## config.mk

```make
export PLATFORM = sky130hd
export DESIGN_NAME = vec_mac_datapath
export DESIGN_NICKNAME = d
export VERILOG_FILES = /design/src/rtl/vec_pkg.sv /design/src/rtl/vec_mac_lane.sv /design/src/rtl/vec_mac_datapath.sv
export SDC_FILE = /design/constraint.sdc
export NUM_CORES = 1
export LEC_CHECK = 0
export ABC_CLOCK_PERIOD_IN_PS = 19250
export CORE_MARGIN = 1.5
export CORE_UTILIZATION = 35
export DETAILED_ROUTE_END_ITERATION = 10
export PLACE_DENSITY = 0.57
export SLEW_MARGIN = 0
export SYNTH_ARGS = -nofsm -noshare
export SYNTH_HDL_FRONTEND = slang
export SYNTH_SLANG_ARGS = --single-unit
```

## constraint.sdc

```tcl
create_clock -name clk -period 19.25 [get_ports clk]
set_input_delay 3.85 -clock clk [delete_from_list [all_inputs] [get_ports clk]]
set_output_delay 3.85 -clock clk [all_outputs]
set_load 0.02 [all_outputs]
```

## src/rtl/vec_pkg.sv

```systemverilog
// vec_pkg: shared lane count, lane index type and saturation bound helper for the vector MAC.
package vec_pkg;
    localparam int NLANES = 4;
    localparam int DW_DEF = 8;
    localparam int AW_DEF = 24;
    typedef logic [1:0] lane_idx_t;
    function automatic logic [63:0] sat_max(input int w);
        return (64'd1 << w) - 64'd1;
    endfunction
endpackage

```

## src/rtl/vec_mac_lane.sv

```systemverilog
// vec_mac_lane: one MAC lane holding A, B, C, S1 and a saturating accumulator.
module vec_mac_lane
    import vec_pkg::*;
#(
    parameter int DW = DW_DEF,
    parameter int AW = AW_DEF
) (
    input  logic          clk,
    input  logic          rst,
    input  logic [DW-1:0] din,
    input  logic [DW-1:0] cin,
    input  logic          en_a,
    input  logic          en_b,
    input  logic          c_we,
    input  logic          en_add1,
    input  logic          en_add2,
    input  logic          acc_clr,
    output logic [AW-1:0] acc,
    output logic          sat_hit
);
    localparam logic [AW-1:0] ACC_MAX = AW'(sat_max(AW));
    logic [DW-1:0] a_q, a_d, b_q, b_d, c_q, c_d;
    logic [AW-1:0] s1_q, s1_d, acc_q, acc_d;
    logic [2*DW:0] mac;
    logic [AW:0]   sum;
    always_comb begin
        a_d     = en_a ? din : a_q;
        b_d     = en_b ? din : b_q;
        c_d     = c_we ? cin : c_q;
        mac     = (2*DW+1)'(a_q) * (2*DW+1)'(b_q) + (2*DW+1)'(c_q);
        s1_d    = en_add1 ? AW'(mac) : s1_q;
        sum     = {1'b0, acc_q} + {1'b0, s1_q};
        sat_hit = en_add2 && !acc_clr && sum[AW];
        acc_d   = acc_clr ? '0 : !en_add2 ? acc_q : sum[AW] ? ACC_MAX : sum[AW-1:0];
    end
    always_ff @(posedge clk or posedge rst) begin
        if (rst) begin
            a_q   <= '0;
            b_q   <= '0;
            c_q   <= '0;
            s1_q  <= '0;
            acc_q <= '0;
        end else begin
            a_q   <= a_d;
            b_q   <= b_d;
            c_q   <= c_d;
            s1_q  <= s1_d;
            acc_q <= acc_d;
        end
    end
    assign acc = acc_q;
endmodule

```

## src/rtl/vec_mac_datapath.sv

```systemverilog
// vec_mac_datapath: four enable-driven MAC lanes with coefficient slot pointer,
// lowest-lane-wins saturated output stage and sticky overflow flag.
module vec_mac_datapath
    import vec_pkg::*;
#(
    parameter int DW = DW_DEF,
    parameter int AW = AW_DEF
) (
    input  logic          clk,
    input  logic          rst,
    input  logic [DW-1:0] din,
    input  logic [DW-1:0] cin,
    input  logic          en_a1,
    input  logic          en_a2,
    input  logic          en_a3,
    input  logic          en_a4,
    input  logic          en_b1,
    input  logic          en_b2,
    input  logic          en_b3,
    input  logic          en_b4,
    input  logic          save_c,
    input  logic          en_add1_1,
    input  logic          en_add1_2,
    input  logic          en_add1_3,
    input  logic          en_add1_4,
    input  logic          en_add2_1,
    input  logic          en_add2_2,
    input  logic          en_add2_3,
    input  logic          en_add2_4,
    input  logic          en_f1,
    input  logic          en_f2,
    input  logic          en_f3,
    input  logic          en_f4,
    input  logic          acc_clr,
    output logic [DW-1:0] f_out,
    output logic          f_valid,
    output logic [1:0]    f_idx,
    output logic          ovf
);
    localparam logic [AW-1:0] DW_MAX = AW'(sat_max(DW));
    logic [NLANES-1:0] en_a, en_b, en_add1, en_add2, en_f, sat_hit;
    logic [AW-1:0]     acc [NLANES];
    lane_idx_t         c_idx_q, c_idx_d, f_idx_q, f_idx_d;
    logic [DW-1:0]     f_out_q, f_out_d;
    logic              f_valid_q, f_valid_d, ovf_q, ovf_d;

    assign en_a    = {en_a4, en_a3, en_a2, en_a1};
    assign en_b    = {en_b4, en_b3, en_b2, en_b1};
    assign en_add1 = {en_add1_4, en_add1_3, en_add1_2, en_add1_1};
    assign en_add2 = {en_add2_4, en_add2_3, en_add2_2, en_add2_1};
    assign en_f    = {en_f4, en_f3, en_f2, en_f1};

    for (genvar k = 0; k < NLANES; k++) begin : g_lane
        vec_mac_lane #(.DW(DW), .AW(AW)) u_lane (
            .clk     (clk),
            .rst     (rst),
            .din     (din),
            .cin     (cin),
            .en_a    (en_a[k]),
            .en_b    (en_b[k]),
            .c_we    (save_c && c_idx_q == lane_idx_t'(k)),
            .en_add1 (en_add1[k]),
            .en_add2 (en_add2[k]),
            .acc_clr (acc_clr),
            .acc     (acc[k]),
            .sat_hit (sat_hit[k])
        );
    end

    // Descending scan so the lowest enabled lane is the one that sticks.
    always_comb begin
        f_out_d   = f_out_q;
        f_idx_d   = f_idx_q;
        f_valid_d = 1'b0;
        for (int k = NLANES - 1; k >= 0; k--) begin
            if (en_f[k]) begin
                f_out_d   = acc[k] > DW_MAX ? '1 : acc[k][DW-1:0];
                f_idx_d   = lane_idx_t'(k);
                f_valid_d = 1'b1;
            end
        end
        c_idx_d = save_c ? c_idx_q + 2'd1 : c_idx_q;
        ovf_d   = acc_clr ? 1'b0 : ovf_q | (|sat_hit);
    end

    always_ff @(posedge clk or posedge rst) begin
        if (rst) begin
            c_idx_q   <= '0;
            f_out_q   <= '0;
            f_idx_q   <= '0;
            f_valid_q <= 1'b0;
            ovf_q     <= 1'b0;
        end else begin
            c_idx_q   <= c_idx_d;
            f_out_q   <= f_out_d;
            f_idx_q   <= f_idx_d;
            f_valid_q <= f_valid_d;
            ovf_q     <= ovf_d;
        end
    end

    assign f_out   = f_out_q;
    assign f_idx   = f_idx_q;
    assign f_valid = f_valid_q;
    assign ovf     = ovf_q;
endmodule

```

; ---- After elaboration in Yosys (flattened, before gate mapping)
; Index checks and enable logic that the tools add are counted.
; Widths: inputs -> output; s select.
[word_totals]
regBits = 274
input_bits = 40
[op_classes]
n_addsub = 9
mul = 4
magnitude_cmp = 4
eq_ne = 3
n_mux = 29
bitwise = 1
reduce_logical = 20
[op_table]
columns = op, n
row1 = $mux 24, 12
row2 = $add 24x17->25, 4
row3 = $gt 24x8->1 const B, 4
row4 = $add 16x8->17, 4
row5 = $mul 8x8->16, 4
row6 = $mux 8, 8
row7 = $logic_and 1x1->1, 12
row8 = $mux 2, 4
row9 = $reduce_bool 2->1, 4
row10 = $mux 1, 5
row11 = $eq 2x2->1 const B, 2
row12 = $reduce_bool 4->1, 1
row13 = $reduce_or 4->1, 1
row14 = $add 2x1->2 const B, 1
row15 = $eq 2x1->1 const B, 1
row16 = $logic_not 2->1, 1
row17 = $logic_not 1->1, 1
row18 = $or 1x1->1, 1

; ---- Depth between registers and ports, before layout
[depth]
ltp_word = 6
mapped_depth = 20
ltp_nobuf = 19

; ---- By module
; From an unflattened synthesis, not the netlist that was laid out.
[hier_totals]
hier_cells = 2551
hier_area_um2 = 24483.5
[modules_own_cells]
columns = mod, n_inst, cells_per_inst, area_per_inst_um2
row1 = vec_mac_lane at g_lane[3].u_lane, 1, 634, 6093.3
row2 = vec_mac_lane at g_lane[2].u_lane, 1, 598, 5831.8
row3 = vec_mac_lane at g_lane[1].u_lane, 1, 616, 5829.3
row4 = vec_mac_lane at g_lane[0].u_lane, 1, 582, 5691.7
row5 = vec_mac_datapath, 1, 121, 1037.2

; ---- Least setup slack after synthesis
; OpenSTA, ideal clock, no wires.
[synth_path]
path_kind = in2reg
startpoint = input port en_f1
endpoint = register f_out_q[0], in the netlist f_out[0]
setup_time_ps = 121
arrival_time_ps = 5383
required_time_ps = 19129
path_slack_ps = 13746
cell_stages = 5
path_cell_list = nor4_1 -> nor2_1 -> o221ai_1 -> o21ai_0 -> a22o_1
[synth_between]
elab_chain_cells = 1
word_cells_on_any_way = 2
[synth_rtl]
columns = element, line_no
row1 = "start, declared", vec_mac_datapath.sv:30  ; input logic en_f1,
row2 = $reduce_bool 4->1 (no line) or $mux 8 (tied branches), --
row3 = "end signal, assigned", vec_mac_datapath.sv:95  ; f_out_q <= f_out_d;
row4 = "end, declared", vec_mac_datapath.sv:44  ; logic [DW-1:0] f_out_q, f_out_d;
; Parallel ways exist; a longest one is shown, timed or not.
; A chain may end at the register's enable or synchronous reset.

; ---- Final worst setup path
[layout_path]
startpoint = input port en_add2_3
endpoint = register g_lane[2].u_lane.acc_q[15]
[layout_between]
elab_chain_cells = 1
[layout_rtl]
columns = element, line_no
row1 = "start, declared", vec_mac_datapath.sv:28  ; input logic en_add2_3,
row2 = $reduce_bool 2->1 (no line), --
row3 = "end signal, assigned", vec_mac_lane.sv:42  ; acc_q <= '0;
row4 = "end signal, assigned", vec_mac_lane.sv:48  ; acc_q <= acc_d;
row5 = "end, declared", vec_mac_lane.sv:23  ; logic [AW-1:0] s1_q, s1_d, acc_q, acc_d;
; No other way between the ends.

==> results.py <==
metrics = {
    "yosys": {
        "synthTopCellsByArea": "dfrtp_1, fa_1, ha_1",
        "ys_seq_area_frac": 0.294,
        "synth_cell_types": 68,
        "synth.top_cell.area_share": 0.294,
        "yosysMostFrequentCell": "inv_1",
        "synth_top_cell_by_area": "dfrtp_1",
        "syn_nets": 2752,
        "syn-cell-area_mm2": 0.0233,
        "syn_inst": 2300,
        "synth-main-ff-cell": "dfrtp_1",
        "synth_top_cells_by_count": "inv_1, dfrtp_1, ha_1",
        "async_flop_share": 1.00,
        "synth-edff-count": 0,
        "avgSynthCellArea_um2": 10.1,
        "ys_ff_latch": 274,
        "yosys_warnings": 0,
    },
    "detailed_routing": {
        "firstDrtPassIters": 5,
        "antenna_left": 0,
        "wire_per_inst_um": 16.5,
        "avgViaCountPerCell": 4.96,
        "drc": 0,
        "wirelength_mm": 53.2,
        "drt-initial-drc-count": 757,
        "vias": 16000,
    },
    "floorplan": {
        "start_util": 0.354,
        "design.core.area_mm2": 0.0659,
        "die_width_um": 261,
        "num_rows": 94,
        "ioPinCount": 52,
        "die_area_mm2": 0.0681,
        "die_h_um": 261,
    },
    "timing": {
        "finClkSkew_ps": 24.0,
        "worstMarginPinSlew_ps": 1190,
        "hold_violations": 0,
        "relSlewSlack": 0.200,
        "setup_viol": 0,
        "rsz0062_at_grt": "no",
        "period_minus_slack_ps": 6460,
        "fmax_mhz": 155,
        "tns_ps": 0,
        "fin_crit_sh": 0.336,
        "drv_slew": 0,
    },
    "status": {
        "status": "complete, no violations",
    },
    "cts": {
        "cts_tree": "built",
        "clk_latency_ps": 540,
        "cts_max_path_buffers": 3,
        "hold_buffers": 0,
        "cts_setup_buffers": 0,
        "cts_sinks": 274,
        "cts_root_buf": "clkbuf_16",
        "cts_htree_levels": 2,
        "cts_buffers": 35,
        "cts_resized": 0,
        "clk_pin_slew_ps": 60,
    },
    "hold_path": {
        "hold_depth": 1,
        "min_path_type": "reg2reg",
    },
    "global_routing": {
        "gr-usage-met1": 0.231,
        "antenna_found_initial": 0,
        "busiest_layer": "met2",
        "grt_pass1_vias": 16400,
        "grt_max_degree": 133,
        "grtUsageTotal": 0.162,
        "use_met2": 0.259,
        "grtUsageMet3": 0.0186,
        "grt_pass1_wl_mm": 88.7,
        "grt_overflow": 0,
    },
    "worst_setup_path": {
        "crit_arrival_ps": 6900,
        "crit_fanout": 22,
        "startpoint_type": "primary input",
        "rr_worst_depth": 18,
        "cp.required_ps": 19690,
        "critPathCaptureType": "flop",
        "path_class": "in2reg",
    },
    "pwr": {
        "p_total_w": 0.00475,
        "p_leak_nw": 12.6,
        "ir_worst_vdd_mv": 0.110,
        "p_per_area_mw_per_mm2": 183,
    },
    "placement": {
        "dpl-instance-area_mm2": 0.0247,
        "place_inst": 3162,
        "numPortBuffers": 51,
        "gp_congestion": 0.837,
        "hpwl_mm": 42.0,
    },
    "final_layout": {
        "fin_cells": 3223,
        "antennaDiodeCount": 0,
        "multiInputGateArea_mm2": 0.0151,
        "stdcell_area_mm2": 0.0259,
        "flow.area_growth_from_synthesis_pct": 11.3,
        "drive_gt1_frac": 0.103,
        "seq_area_mm2": 0.00686,
        "nets": 2787,
        "fin_util": 0.394,
        "fill_cells": 6414,
    },
    "job": {
        "maxCapViolCount": 0,
    },
}
kinds of logic after synthesis:
logic type      Yosys count  synth area share
xor+xnor                110            0.0414
mux                     202            0.0951
buf+inv                 353            0.0570
flops                   274             0.294
compound gates          377             0.105
simple gates            572             0.128
fa+ha+maj               412             0.279
routing by layer:
| layer | share of wire | up-vias |
|---|---|---|
| li1 | - | 7824 |
| met1 | 0.50 | 7865 |
| met2 | 0.45 | 240 |
| met3 | 0.028 | 69 |
| met4 | 0.022 | 0 |
| met5 | 0 | - |
final timing paths:
path	from	end	slack, ps
setup / recovery	en_add2_3	g_lane[2].u_lane.acc[15]	12790
hold / removal	g_lane[0].u_lane.c_q[5]	g_lane[0].u_lane.c_q[5]	510
setup reg to reg	g_lane[2].u_lane.b_q[1]	g_lane[2].u_lane.s1_q[14]	14320
hold reg to reg	g_lane[0].u_lane.c_q[5]	g_lane[0].u_lane.c_q[5]	510
max in group asynchronous	rst	g_lane[3].u_lane.s1_q[15]	13610
min in group asynchronous	rst	g_lane[1].u_lane.a_q[4]	3880
power by group:
group | switching [W] | internal (W)
Clock | 0.000261 | 0.000431
Combinational | 0.00160 | 0.00149
Sequential | 0.000191 | 0.000773
sequential cells by signal, summed over array words and instances (netlist names):
name                count
f_valid                 1
g_lane.u_lane.a_q      32
f_out                   8
g_lane.u_lane.s1_q     68
f_idx                   2
g_lane.u_lane.acc      96
g_lane.u_lane.c_q      32
g_lane.u_lane.b_q      32
c_idx_q                 2
ovf                     1
layout make-up:
cell class              count  area share
multi-input cells        1673       0.582
flip-flops and latches    274       0.264
inverters                 293      0.0427
well taps                 864      0.0417
clock buffers              44      0.0378
repair buffers             58      0.0215
clock inverters            17     0.00945
worst max-delay path, stage by stage:
cell             delay, ps
clkdlybuf4s50_1       1220
and3_1                 350
nand4_1                130
a21oi_1                230
nand4b_1               760
o21ai_1                350
layout by cell type (no fill, tap or decap), drive strengths merged, types with 6 or more instances in the layout:
cell type        n
inv            297
dfrtp          274
ha             232
fa             180
nand2          162
and2           158
mux2           154
o21ai          137
a21oi           85
nor2            84
xnor2           78
clkdlybuf4s50   50
mux2i           48
clkbuf          44
a21o            33
xor2            32
nor2b           28
nor3            27
o21a            19
a31oi           18
nand3           17
and3            16
nand2b          13
nor4            12
or3             11
o21bai           9
a22o             9
nand4            8
a211oi           8
o211ai           8
o221ai           8
buf              8
or2              7
or4              6
nand3b           6
clkinv           6
metrics by stage:
step                worst slack (ps)  hold WS, ps
detailed placement             12210          494
finish                         12790          505
global placement               12280          472
global route                   12490          522
floorplan                       7850          479
CTS                            12780          506
Note: power is estimated with default switching activity, not from simulation.
==> variant, RTL diff (same settings) <==
Make the reset (`rst`) synchronous in 2 clocked blocks.
--- a/src/rtl/vec_mac_lane.sv
+++ b/src/rtl/vec_mac_lane.sv
@@ -35,3 +35,3 @@
     end
-    always_ff @(posedge clk or posedge rst) begin
+    always_ff @(posedge clk) begin
         if (rst) begin
--- a/src/rtl/vec_mac_datapath.sv
+++ b/src/rtl/vec_mac_datapath.sv
@@ -85,3 +85,3 @@
 
-    always_ff @(posedge clk or posedge rst) begin
+    always_ff @(posedge clk) begin
         if (rst) begin
Check against the original RTL: differs if rst is asserted again (counterexample within 4 cycles, from zero or initial values and one cycle with rst high); with rst held inactive, the same outputs for 4 cycles.
==> variant against the original RTL <==
Sequential cell count did not move; core utilization fell by 0.48 points; worst setup slack improved by 0.73 ns; routed wire length rose by 7.4%; register-to-register slack got worse by 0.15 ns; design area fell by 3.7%; die area fell by 2.6%; global-route usage rose by 0.89 points; largest cell class unchanged; synthesized area fell by 2.7%.
Power is left out: it rests on default switching activity, and per cell area and clock period it moved more than threefold.
==> variant: results (changes against the original RTL) <==
| Metric | Value |
|---|---|
| Sequential cell area | `0.00549 mm2 (-20%)` |
| Multiplexer share of the synthesized area | `5.08% (-4.4 points)` |
| M1 GR Usage | `22.2% (-0.91 points)` |
| Synthesized instance count | `2,617 (+14%)` |
| CTS Hold Buffers Added | `0 (unchanged)` |
| Drt wl/cell | `16.4 um (-0.80%)` |
| Via Count | `18,008 (+13%)` |
| Vias in the first global route | `17,849 (+8.9%)` |
| Slowest stage delay, CP | `1.30 ns (+0.08 ns)` |
| Status | `finished, final reports clean` |
| XOR/XNOR Fraction of Synth Area | `3.71% (-0.43 points)` |
| Grt met2 use | `28.4% (+2.4 points)` |
| Slew HR | `16.2% (-3.8 points)` |
| Setup Buffers After CTS | `0 (unchanged)` |
| CTS clk-pin slew, worst paths | `0.06 ns (about the same)` |
| Top layer in use | `met5` |
| Max Root-Sink Buffers | `3 (unchanged)` |
| Share of post-route cells with drive strength above 1 | `3.34% (-7.0 points)` |
| Max Fanout on Critical Path | `42 (+91%)` |
| Worst r2r dst | `g_lane[1].u_lane.s1_q[16]` |
| Met3 Resource Use GR | `3.29% (+1.4 points)` |
| Met2 WL | `26,800 um (+12%)` |
| Post-place instance area | `0.0239 mm2 (-3.3%)` |
| Worst Hold End | `g_lane[3].u_lane.c_q[6]` |
| Cell depth of the worst hold path | `2 (+1)` |
| Top post-synthesis cells by area | `dfxtp_1 (24%), fa_1 (16%), ha_1 (13%)` |
| Min-delay src | `g_lane[3].u_lane.c_q[6]` |
| CTS root buf | `clkbuf_16` |
| Worst path top cell family by delay | `buffers and inverters` |
| Asr flop ratio synth | `0% (-100 points)` |
| Vias per inst | `5.16 (+4.0%)` |
| First-pass GRT wire length | `91,800 um (+3.5%)` |
| Placed cell count | `3,426 (+8.3%)` |
| CTS buffer count | `34 (-2.9%)` |
| Met3 wire len | `3340 um (+120%)` |
| F_max | `0.174 GHz (+13%)` |
| Synthesized Nets | `3,069 (+12%)` |
| Seq/Total Area, Yosys | `24.2% (-5.2 points)` |
| Final setup skew | `0.0295 ns (+0.00551 ns)` |
| Most frequent cells after synthesis | `inv_1 (303), dfxtp_1 (274), ha_1 (232)` |
| Synth Area in Adders | `28.7% (+0.77 points)` |
| Critical Path AT | `6.14 ns (-0.76 ns)` |
| Hold_ws | `0.461 ns (-0.0444 ns)` |
| RD Place Congestion | `0.843 (+0.75%)` |
| Filler instances | `6,468 (+0.84%)` |
| Reg2Reg Depth | `17 (-1)` |
| Pre-CTS setup slack | `12.97 ns (+0.766 ns)` |
| Worst reg2reg setup slack | `14.17 ns (-0.15 ns)` |
| Yosys cell types | `76 (+12%)` |
| Final HPWL from detailed placement | `43,700 um (+4.0%)` |
| Total track usage | `17.1% (+0.89 points)` |
| DR iter-0 viols | `990 (+31%)` |
## variant: cell types whose count changed after synthesis, sizes merged, moves of 32 or more
cell,delta
a21oi,+46
nand3,+60
a31oi,+50
mux2i,+67
nor2,+145
nand2,+32
dfrtp,-274
dfxtp,+274
mux2,-154
## variant: layout make-up
class	instances	share of cell area [%]
antenna	3	0.0300
tap	855	4.28
timing repair buffer	54	2.12
clock inverter	11	0.386
inverter	303	4.55
clock buffer	49	4.00
sequential	274	22.0
multi-input combinational	1940	62.7
## variant: how the worst max path moves through the flow
stage | start | to | cells after the start
final | en_add2_2 | g_lane[1].u_lane.acc[23] | 6
after global routing | en_add2_2 | g_lane[1].u_lane.acc[23] | 6
after CTS | en_f2 | f_out[5] | 8
after detailed placement | en_add2_2 | g_lane[1].u_lane.acc[23] | 6
after global placement | en_add2_2 | g_lane[1].u_lane.acc[23] | 6
after floorplan | en_f3 | f_out[1] | 8
